<file path="config.mk">
export PLATFORM = sky130hd
export DESIGN_NAME = crop_paste
export DESIGN_NICKNAME = d
export VERILOG_FILES = /design/src/rtl/crop_pkg.sv /design/src/rtl/crop_raster_counter.sv /design/src/rtl/crop_paste.sv
export SDC_FILE = /design/constraint.sdc
export NUM_CORES = 1
export LEC_CHECK = 0
export ABC_AREA = 1
export BUFFER_PORTS_ARGS = -buffer_cell sky130_fd_sc_hd__buf_4
export CORE_ASPECT_RATIO = 1.4
export CORE_MARGIN = 10
export CORE_UTILIZATION = 54
export CTS_CLUSTER_DIAMETER = 150
export DETAILED_ROUTE_END_ITERATION = 16
export PLACE_DENSITY = 0.77
export SYNTH_ARGS = -nofsm -noshare
export SYNTH_HDL_FRONTEND = slang
export SYNTH_SLANG_ARGS = --single-unit
</file>
<file path="constraint.sdc">
create_clock -name clk -period 4.14 [get_ports clk]
set_input_delay 0.828 -clock clk [delete_from_list [all_inputs] [get_ports clk]]
set_output_delay 0.828 -clock clk [all_outputs]
set_load 0.03 [all_outputs]
</file>
<file path="src/rtl/crop_pkg.sv">
// rtl/crop_pkg.sv - shared types for the crop / crop-paste stages
package crop_pkg;

  localparam int ROW_BITS = 10;
  localparam int COL_BITS = 10;

  typedef enum logic {IDLE, STREAM} paste_state_t;

  typedef logic [ROW_BITS-1:0] row_idx_t;
  typedef logic [COL_BITS-1:0] col_idx_t;

endpackage

</file>
<file path="src/rtl/crop_raster_counter.sv">
// rtl/crop_raster_counter.sv - row-major raster position counter
module raster_counter #(
  parameter int ROWS  = 100,
  parameter int COLS  = 160,
  parameter int ROW_W = 10,
  parameter int COL_W = 10
) (
  input  logic             clk,
  input  logic             reset,
  input  logic             en,
  input  logic             clr,
  output logic [ROW_W-1:0] row,
  output logic [COL_W-1:0] col,
  output logic             last
);

  localparam logic [ROW_W-1:0] ROW_LAST = ROW_W'(ROWS - 1);
  localparam logic [COL_W-1:0] COL_LAST = COL_W'(COLS - 1);

  assign last = (row == ROW_LAST) && (col == COL_LAST);

  // step through the frame one pixel per enable, wrapping col into row
  always_ff @(posedge clk) begin
    if (reset || clr) begin
      row <= '0;
      col <= '0;
    end else if (en) begin
      if (col == COL_LAST) begin
        col <= '0;
        row <= (row == ROW_LAST) ? '0 : row + ROW_W'(1);
      end else begin
        col <= col + COL_W'(1);
      end
    end
  end

endmodule

</file>
<file path="src/rtl/crop_paste.sv">
// rtl/crop_paste.sv - pastes a cropped pixel stream back into a filled full frame
module crop_paste
  import crop_pkg::*;
#(
  parameter int PIXEL_BIT_WIDTH  = 16,
  parameter int IN_ROWS          = 100,
  parameter int IN_COLS          = 160,
  parameter int OUT_ROWS         = 48,
  parameter int OUT_COLS         = 48,
  parameter int IMG_ROW_BITWIDTH = ROW_BITS,
  parameter int IMG_COL_BITWIDTH = COL_BITS,
  parameter logic [PIXEL_BIT_WIDTH-1:0] FILL_VALUE = '0
) (
  input  logic                        clk,
  input  logic                        reset,
  input  logic [PIXEL_BIT_WIDTH-1:0]  pixel_in_TDATA,
  input  logic                        pixel_in_TVALID,
  output logic                        pixel_in_TREADY,
  input  logic [IMG_ROW_BITWIDTH-1:0] crop_Y1_TDATA,
  input  logic                        crop_Y1_TVALID,
  output logic                        crop_Y1_TREADY,
  input  logic [IMG_COL_BITWIDTH-1:0] crop_X1_TDATA,
  input  logic                        crop_X1_TVALID,
  output logic                        crop_X1_TREADY,
  output logic [PIXEL_BIT_WIDTH-1:0]  pixel_out_TDATA,
  output logic                        pixel_out_TVALID,
  input  logic                        pixel_out_TREADY
);

  // largest origin that still keeps the whole window inside the frame
  localparam row_idx_t Y_MAX = row_idx_t'(IN_ROWS - OUT_ROWS);
  localparam col_idx_t X_MAX = col_idx_t'(IN_COLS - OUT_COLS);

  paste_state_t state, next_state;

  logic     y_cap, x_cap;
  row_idx_t y1;
  col_idx_t x1;
  row_idx_t row;
  col_idx_t col;
  logic     last;

  logic                y_hs, x_hs;
  logic                in_win, adv, step, frame_done;
  logic [ROW_BITS:0]   y_end;
  logic [COL_BITS:0]   x_end;

  assign crop_Y1_TREADY = (state == IDLE) & ~y_cap & ~reset;
  assign crop_X1_TREADY = (state == IDLE) & ~x_cap & ~reset;
  assign y_hs = crop_Y1_TVALID & crop_Y1_TREADY;
  assign x_hs = crop_X1_TVALID & crop_X1_TREADY;

  assign y_end  = {1'b0, y1} + (ROW_BITS + 1)'(OUT_ROWS);
  assign x_end  = {1'b0, x1} + (COL_BITS + 1)'(OUT_COLS);
  assign in_win = (row >= y1) && ({1'b0, row} < y_end) &&
                  (col >= x1) && ({1'b0, col} < x_end);

  // the output register can take a new pixel when empty or being drained
  assign adv = ~pixel_out_TVALID | pixel_out_TREADY;

  assign pixel_in_TREADY = (state == STREAM) & in_win & adv & ~reset;

  // a raster position is emitted when fill is free or a crop pixel arrives
  assign step       = (state == STREAM) & adv & (~in_win | pixel_in_TVALID);
  assign frame_done = step & last;

  raster_counter #(
    .ROWS  (IN_ROWS),
    .COLS  (IN_COLS),
    .ROW_W (ROW_BITS),
    .COL_W (COL_BITS)
  ) u_raster (
    .clk   (clk),
    .reset (reset),
    .en    (step),
    .clr   (frame_done),
    .row   (row),
    .col   (col),
    .last  (last)
  );

  // state register
  always_ff @(posedge clk) begin
    if (reset) state <= IDLE;
    else       state <= next_state;
  end

  // start streaming once both origin coordinates are held; stop after the last pixel
  always_comb begin
    next_state = state;
    case (state)
      IDLE:    if (y_cap && x_cap) next_state = STREAM;
      STREAM:  if (frame_done)     next_state = IDLE;
      default: next_state = IDLE;
    endcase
  end

  // capture each coordinate independently, clamped so the window fits the frame
  always_ff @(posedge clk) begin
    if (reset) begin
      y_cap <= 1'b0;
      x_cap <= 1'b0;
      y1    <= '0;
      x1    <= '0;
    end else if (frame_done) begin
      y_cap <= 1'b0;
      x_cap <= 1'b0;
    end else begin
      if (y_hs) begin
        y_cap <= 1'b1;
        y1    <= (row_idx_t'(crop_Y1_TDATA) > Y_MAX) ? Y_MAX : row_idx_t'(crop_Y1_TDATA);
      end
      if (x_hs) begin
        x_cap <= 1'b1;
        x1    <= (col_idx_t'(crop_X1_TDATA) > X_MAX) ? X_MAX : col_idx_t'(crop_X1_TDATA);
      end
    end
  end

  // output register: load fill or crop pixel, otherwise bubble/drain when consumed
  always_ff @(posedge clk) begin
    if (reset) begin
      pixel_out_TVALID <= 1'b0;
      pixel_out_TDATA  <= '0;
    end else if (step) begin
      pixel_out_TVALID <= 1'b1;
      pixel_out_TDATA  <= in_win ? pixel_in_TDATA : FILL_VALUE;
    end else if (adv) begin
      pixel_out_TVALID <= 1'b0;
    end
  end

endmodule
</file>
Yosys cells after proc, flatten, opt, wreduce, memory -nomap -nowiden
Index checks and enable logic that the tools add are counted.
{"block": "word_totals", "ff_bits": 60, "inputBits": 42, "out_inout_bits": 20, "wordCells": 63}
{"block": "op_classes", "mux": 10, "n_eq_ne": 2, "n_bitwise": 21, "addsub": 4, "n_reduce_logical": 11, "magnitude_cmp": 6}
{"cell": "10-bit 2-to-1 mux", "count": 4}
{"cell": "10-bit by 6-bit adder with 11-bit output (second input constant)", "count": 2}
{"cell": "10-bit by 11-bit < comparator with 1-bit output", "count": 2}
{"cell": "10-bit by 1-bit adder with 10-bit output (second input constant)", "count": 2}
{"cell": "10-bit greater-or-equal comparator", "count": 2}
{"cell": "16-bit 2-to-1 mux", "count": 1}
{"cell": "1-bit AND", "count": 12}
{"cell": "10-bit by 7-bit == test with 1-bit output (second input constant)", "count": 1}
{"cell": "10-bit by 8-bit == test with 1-bit output (second input constant)", "count": 1}
{"cell": "10-bit by 6-bit greater-than comparator with 1-bit output (second input constant)", "count": 1}
{"cell": "10-bit by 7-bit greater-than comparator with 1-bit output (second input constant)", "count": 1}
{"cell": "1-bit NOT", "count": 7}
{"cell": "2-bit AND reduction", "count": 3}
{"cell": "1-bit logical AND", "count": 5}
{"cell": "1-bit 2-to-1 mux", "count": 4}
{"cell": "1-bit bitwise OR", "count": 2}
{"cell": "1-bit case mux with 2 select lines", "count": 1}
{"cell": "2-bit nonzero test", "count": 1}
{"cell": "2-bit OR reduction", "count": 1}
{"cell": "1-bit logical OR", "count": 1}

Longest topological paths before layout
{"block": "depth", "word_depth": 11, "mapped_depth": 17, "depth_no_buf": 16}

Hierarchy
Synthesis repeated with hierarchy kept, for this count alone.
{"block": "unflattened", "cells_unflattened": 535, "hier_area_um2": 3684.8}
{"mod": "crop_paste", "area_each_um2": 2572.5, "seq_area_each_um2": 800.8, "cells_each": 373, "n_inst": 1}
{"mod": "raster_counter", "area_each_um2": 1112.3, "seq_area_each_um2": 400.4, "cells_each": 162, "n_inst": 1}

Worst setup path before layout
OpenSTA, ideal clock, no wires.
{"block": "synth_timing", "path_type": "register to output", "from": "register y1[4]", "to": "output port pixel_in_TREADY", "slack_ns": 0.974, "required_time_ns": 3.312, "n_path_buf": 0, "stages_incl_launch_ff": 12, "arrival_ns": 2.338, "path_cell_list": "dfxtp_1 > inv_1 > ha_1 > nor2_1 > xor2_1 > ha_1 > a21oi_1 > nand3b_1 > nand3_2 > nor2_4 > nand2_2 > nor3_1"}
{"block": "synth_between", "elab_chain_cells": 8, "elab_cells_between_ends": 9, "classes_between": "1 x add/sub; 2 x order compare; 3 x bitwise; 3 x reduce/logical"}
{"element": "from (decl)", "line": "crop_paste.sv:37", "text": "row_idx_t y1;"}
{"element": "from (signal assigned)", "line": "crop_paste.sv:111", "text": "y1 <= (row_idx_t'(crop_Y1_TDATA) > Y_MAX) ? Y_MAX : row_idx_t'(crop_Y1_TDATA);"}
{"element": "10-bit by 6-bit adder with 11-bit output", "line": "crop_paste.sv:53", "text": "assign y_end = {1'b0, y1} + (ROW_BITS + 1)'(OUT_ROWS);"}
{"element": "10-bit by 11-bit < comparator with 1-bit output", "line": "crop_paste.sv:55", "text": "assign in_win = (row >= y1) && ({1'b0, row} < y_end) &&"}
{"element": "1-bit logical AND (*) (2 in a row)", "line": "crop_paste.sv:55"}
{"element": "1-bit logical AND (*)", "line": "crop_paste.sv:56", "text": "(col >= x1) && ({1'b0, col} < x_end);"}
{"element": "1-bit AND (*) (3 in a row)", "line": "crop_paste.sv:61", "text": "assign pixel_in_TREADY = (state == STREAM) & in_win & adv & ~reset;"}
{"element": "to (decl)", "line": "crop_paste.sv:18", "text": "output logic pixel_in_TREADY,"}
Every way passes the cells marked *; elsewhere a longest branch is shown, timed or not.

Worst setup path after layout
Ends and elaborated chain as after synthesis.

==> results.sh <==
export IMPL_outcome="complete, no violations"
export IMPL_cts_sinks=60
export IMPL_setup_viol=0
export IMPL_crit_required_ns=3.31
export IMPL_slew_headroom=0.569
export IMPL_routedWlPerCell_microns=13.6
export IMPL_async_flop_share=0
export IMPL_drt_iter0_drc=160
export IMPL_num_fill_cells=595
export IMPL_fin_crit_sh=0.831
export IMPL_routed_via_density=5.21
export IMPL_antenna_left=0
export IMPL_synth_simple_gate_area_frac=0.294
export IMPL_dieWidth_microns=90.6
export IMPL_power_mw=1.40
export IMPL_synth_avg_cell_area_sq_um=7.08
export IMPL_synth_ff_type="dfxtp_1"
export IMPL_synth_top_family_by_area="simple AND/OR/NAND/NOR gates"
export IMPL_synth_net_count=610
export IMPL_reg2reg_to="u_raster.col[6]"
export IMPL_hold_viol=0
export IMPL_ys_seq_elements=60
export IMPL_grt_antenna_before_repair=0
export IMPL_worstReg2RegStart="y1[4]"
export IMPL_cts_clk_slew_worst_paths_ns=0.07
export IMPL_crit_start="y1[4]"
export IMPL_clkLatencyLatePin_ns=0.35
export IMPL_grt_max_degree=21
export IMPL_cts_htree_levels=3
export IMPL_holdWs_ns=0.483
export IMPL_drive_above_1_share=0.171
export IMPL_vias=3584
export IMPL_yosys_warnings=0
export IMPL_arrival_ns=2.61
export IMPL_synth_most_common_cell="nand2_1"
export IMPL_rr_worst_depth=13
export IMPL_core_sq_mm=0.00670
export IMPL_first_pass_iters=5
export IMPL_muxShareOfSynthArea=0
export IMPL_synthAdderAreaFrac=0.120
export IMPL_endpoint="pixel_in_TREADY"
export IMPL_synth_edff_count=0
export IMPL_slowest_stage="dfxtp_1"
export IMPL_yosysTopAreaCell="dfxtp_1"
export IMPL_wl_mm=9.39
export IMPL_io_pins=62
export IMPL_syn_instance_count=532
export IMPL_routabilityCongestion=0.875
export IMPL_rsz0062_at_grt="no"
export IMPL_grtUsageTotal=0.175
export IMPL_postCtsSetupBuffers=0
export IMPL_dp_hpwl_mm=7.11
export IMPL_yosysSeqAreaShare=0.319
export IMPL_cts_hold_buffers_added=0
export IMPL_cts_root_buf="clkbuf_8"
export IMPL_path_cells="inv_1 > ha_1 > nor2_1 > xor2_1 > ha_1 > a21oi_1 > nand3b_1 > nand3_2 > nor2_4 > nand2_2 > nor3_1 > buf_4"
export IMPL_multi_input_area_sq_mm=0.00221
export IMPL_start_util=0.562
export IMPL_gr_total_overflow=0
export IMPL_max_stage_delay_ns=0.34
export IMPL_synth_top_area_share=0.319
export IMPL_die_area_sq_mm=0.0108
export IMPL_cts_tree="done"
export IMPL_row_count=35
export IMPL_die_h_microns=119
export IMPL_numCtsBuffers=9
export IMPL_start_kind="flop"
export IMPL_finalSetupTns_ns=0
export IMPL_tightest_slew_ns=0.643
export IMPL_drc_errors=0
export IMPL_p_per_area_mw_per_mm2=312
export IMPL_grt_pass1_wl_mm=15.7
export IMPL_nNetsFinal=669
export IMPL_ir_worst_vdd_mv=0.224
export IMPL_max_cap_violations=0
export IMPL_synth_xor_area_share=0.0489
export IMPL_synth_compound_area_frac=0.125
export IMPL_leakagePower_nw=2.10
export IMPL_rrSetupSlack_ns=1.26
export IMPL_worstPathMaxFanout=4
export IMPL_end_kind="primary output"
export IMPL_hold_class="reg2reg"
export IMPL_area_growth_syn_to_layout_pct=19.0
export IMPL_grt_pass1_vias=3434
export IMPL_syn_area_sq_mm=0.00376
export IMPL_ys_types=37
export IMPL_path_class="reg2out"
export IMPL_io_buffers=61
export IMPL_drv_slew=0
export IMPL_ff_latch_area_sq_mm=0.00120
export IMPL_cts_path_max_buffers=2
export IMPL_synthTopCellsByCount="131 x nand2_1, 69 x inv_1, 60 x dfxtp_1"
export IMPL_fmax_ghz=0.291
export IMPL_cts_repair_resized=0
export IMPL_finalCriticalPeriod_ns=3.44
export IMPL_crit_path_frequent_cell="ha_1"
export IMPL_diodes=0
export IMPL_synth_area_top_cells="dfxtp_1 32%, nand2_1 13%, ha_1 12%"
export IMPL_clock_skew_ns=0.0122
==> cell usage in the layout (no fill, tap or decap), types with 2 or more instances in the layout <==
cell type	instances
nand3_1	25
and3_1	2
o21bai_1	2
nand4_1	14
nand2_2	3
clkinv_2	2
ha_1	36
a21o_1	2
nand2_4	2
buf_4	62
a21oi_2	10
nor2_4	3
dfxtp_1	60
o21ai_0	8
nand2_1	131
nor2_1	49
bufinv_16	2
a21oi_1	49
inv_1	69
a211oi_1	5
xor2_1	17
a31oi_1	2
xnor2_1	4
clkbuf_8	9
clkinv_1	2
nor3_1	12
==> power by group <==
group	internal (mW)	switching (mW)
combinational	0.0787	0.121
clock	0.340	0.255
sequential	0.595	0.00907
total	1.01	0.385
==> worst max-delay path: cells and delay by family, from the launching register on <==
family,cells,cell delay [ns]
simple gates,6,0.82
fa+ha+maj,2,0.50
flops,1,0.34
buf+inv,2,0.31
xor+xnor,1,0.16
compound gates,1,0.14
==> metal layers <==
metal	routed length, microns	track usage
met1	3730	0.182
met2	5030	0.317
met5	0	0
met4	289	0.0888
met3	343	0.0386
==> through the flow <==
| stage | utilization | instance area [sq um] | setup WS [ns] | cells |
|---|---|---|---|---|
| detailed placement | 0.636 | 4260 | 1.09 | 672 |
| finish | 0.669 | 4480 | 0.700 | 688 |
| floorplan | - | 3760 | 0.974 | 532 |
| global route | 0.669 | 4480 | 0.467 | 688 |
| global placement | 0.636 | 4260 | 1.14 | 672 |
| CTS | 0.669 | 4480 | 0.705 | 688 |
==> cells by family (layout without fill, tap and decap cells) <==
kind of cell / count (synthesis) / in the layout
AOI/OAI and AO/OA: 80 / 80
adders and majority gates: 36 / 36
and+or+nand+nor: 249 / 249
DFF: 60 / 60
xor gates and xnor gates: 21 / 21
buffers and inverters: 86 / 150
==> how the worst min path moves through the flow <==
stage / from / cells past startpoint / to / slack, ns
floorplan: x_cap / 2 / x_cap / 0.45
global route: y_cap / 2 / y_cap / 0.50
detailed placement: y1[3] / 2 / y1[3] / 0.46
CTS: y1[3] / 2 / y1[3] / 0.48
global placement: x_cap / 2 / x_cap / 0.46
finish: y_cap / 2 / y_cap / 0.48
==> sequential cells by signal, summed over array words and instances (netlist names) <==
register and cells:
pixel_out_TVALID 1, x1 10, pixel_out_TDATA 16, y1 10, state 1, u_raster.col 10, x_cap 1, u_raster.row 10
y_cap 1
==> cell type report <==
cell class,count,area share
inverter,72,0.0603
timing repair buffer,62,0.104
sequential,60,0.268
clock inverter,6,0.0196
clock buffer,10,0.0285
multi-input combinational,386,0.494
tap,92,0.0257
Note: power is estimated with default switching activity, not from simulation.
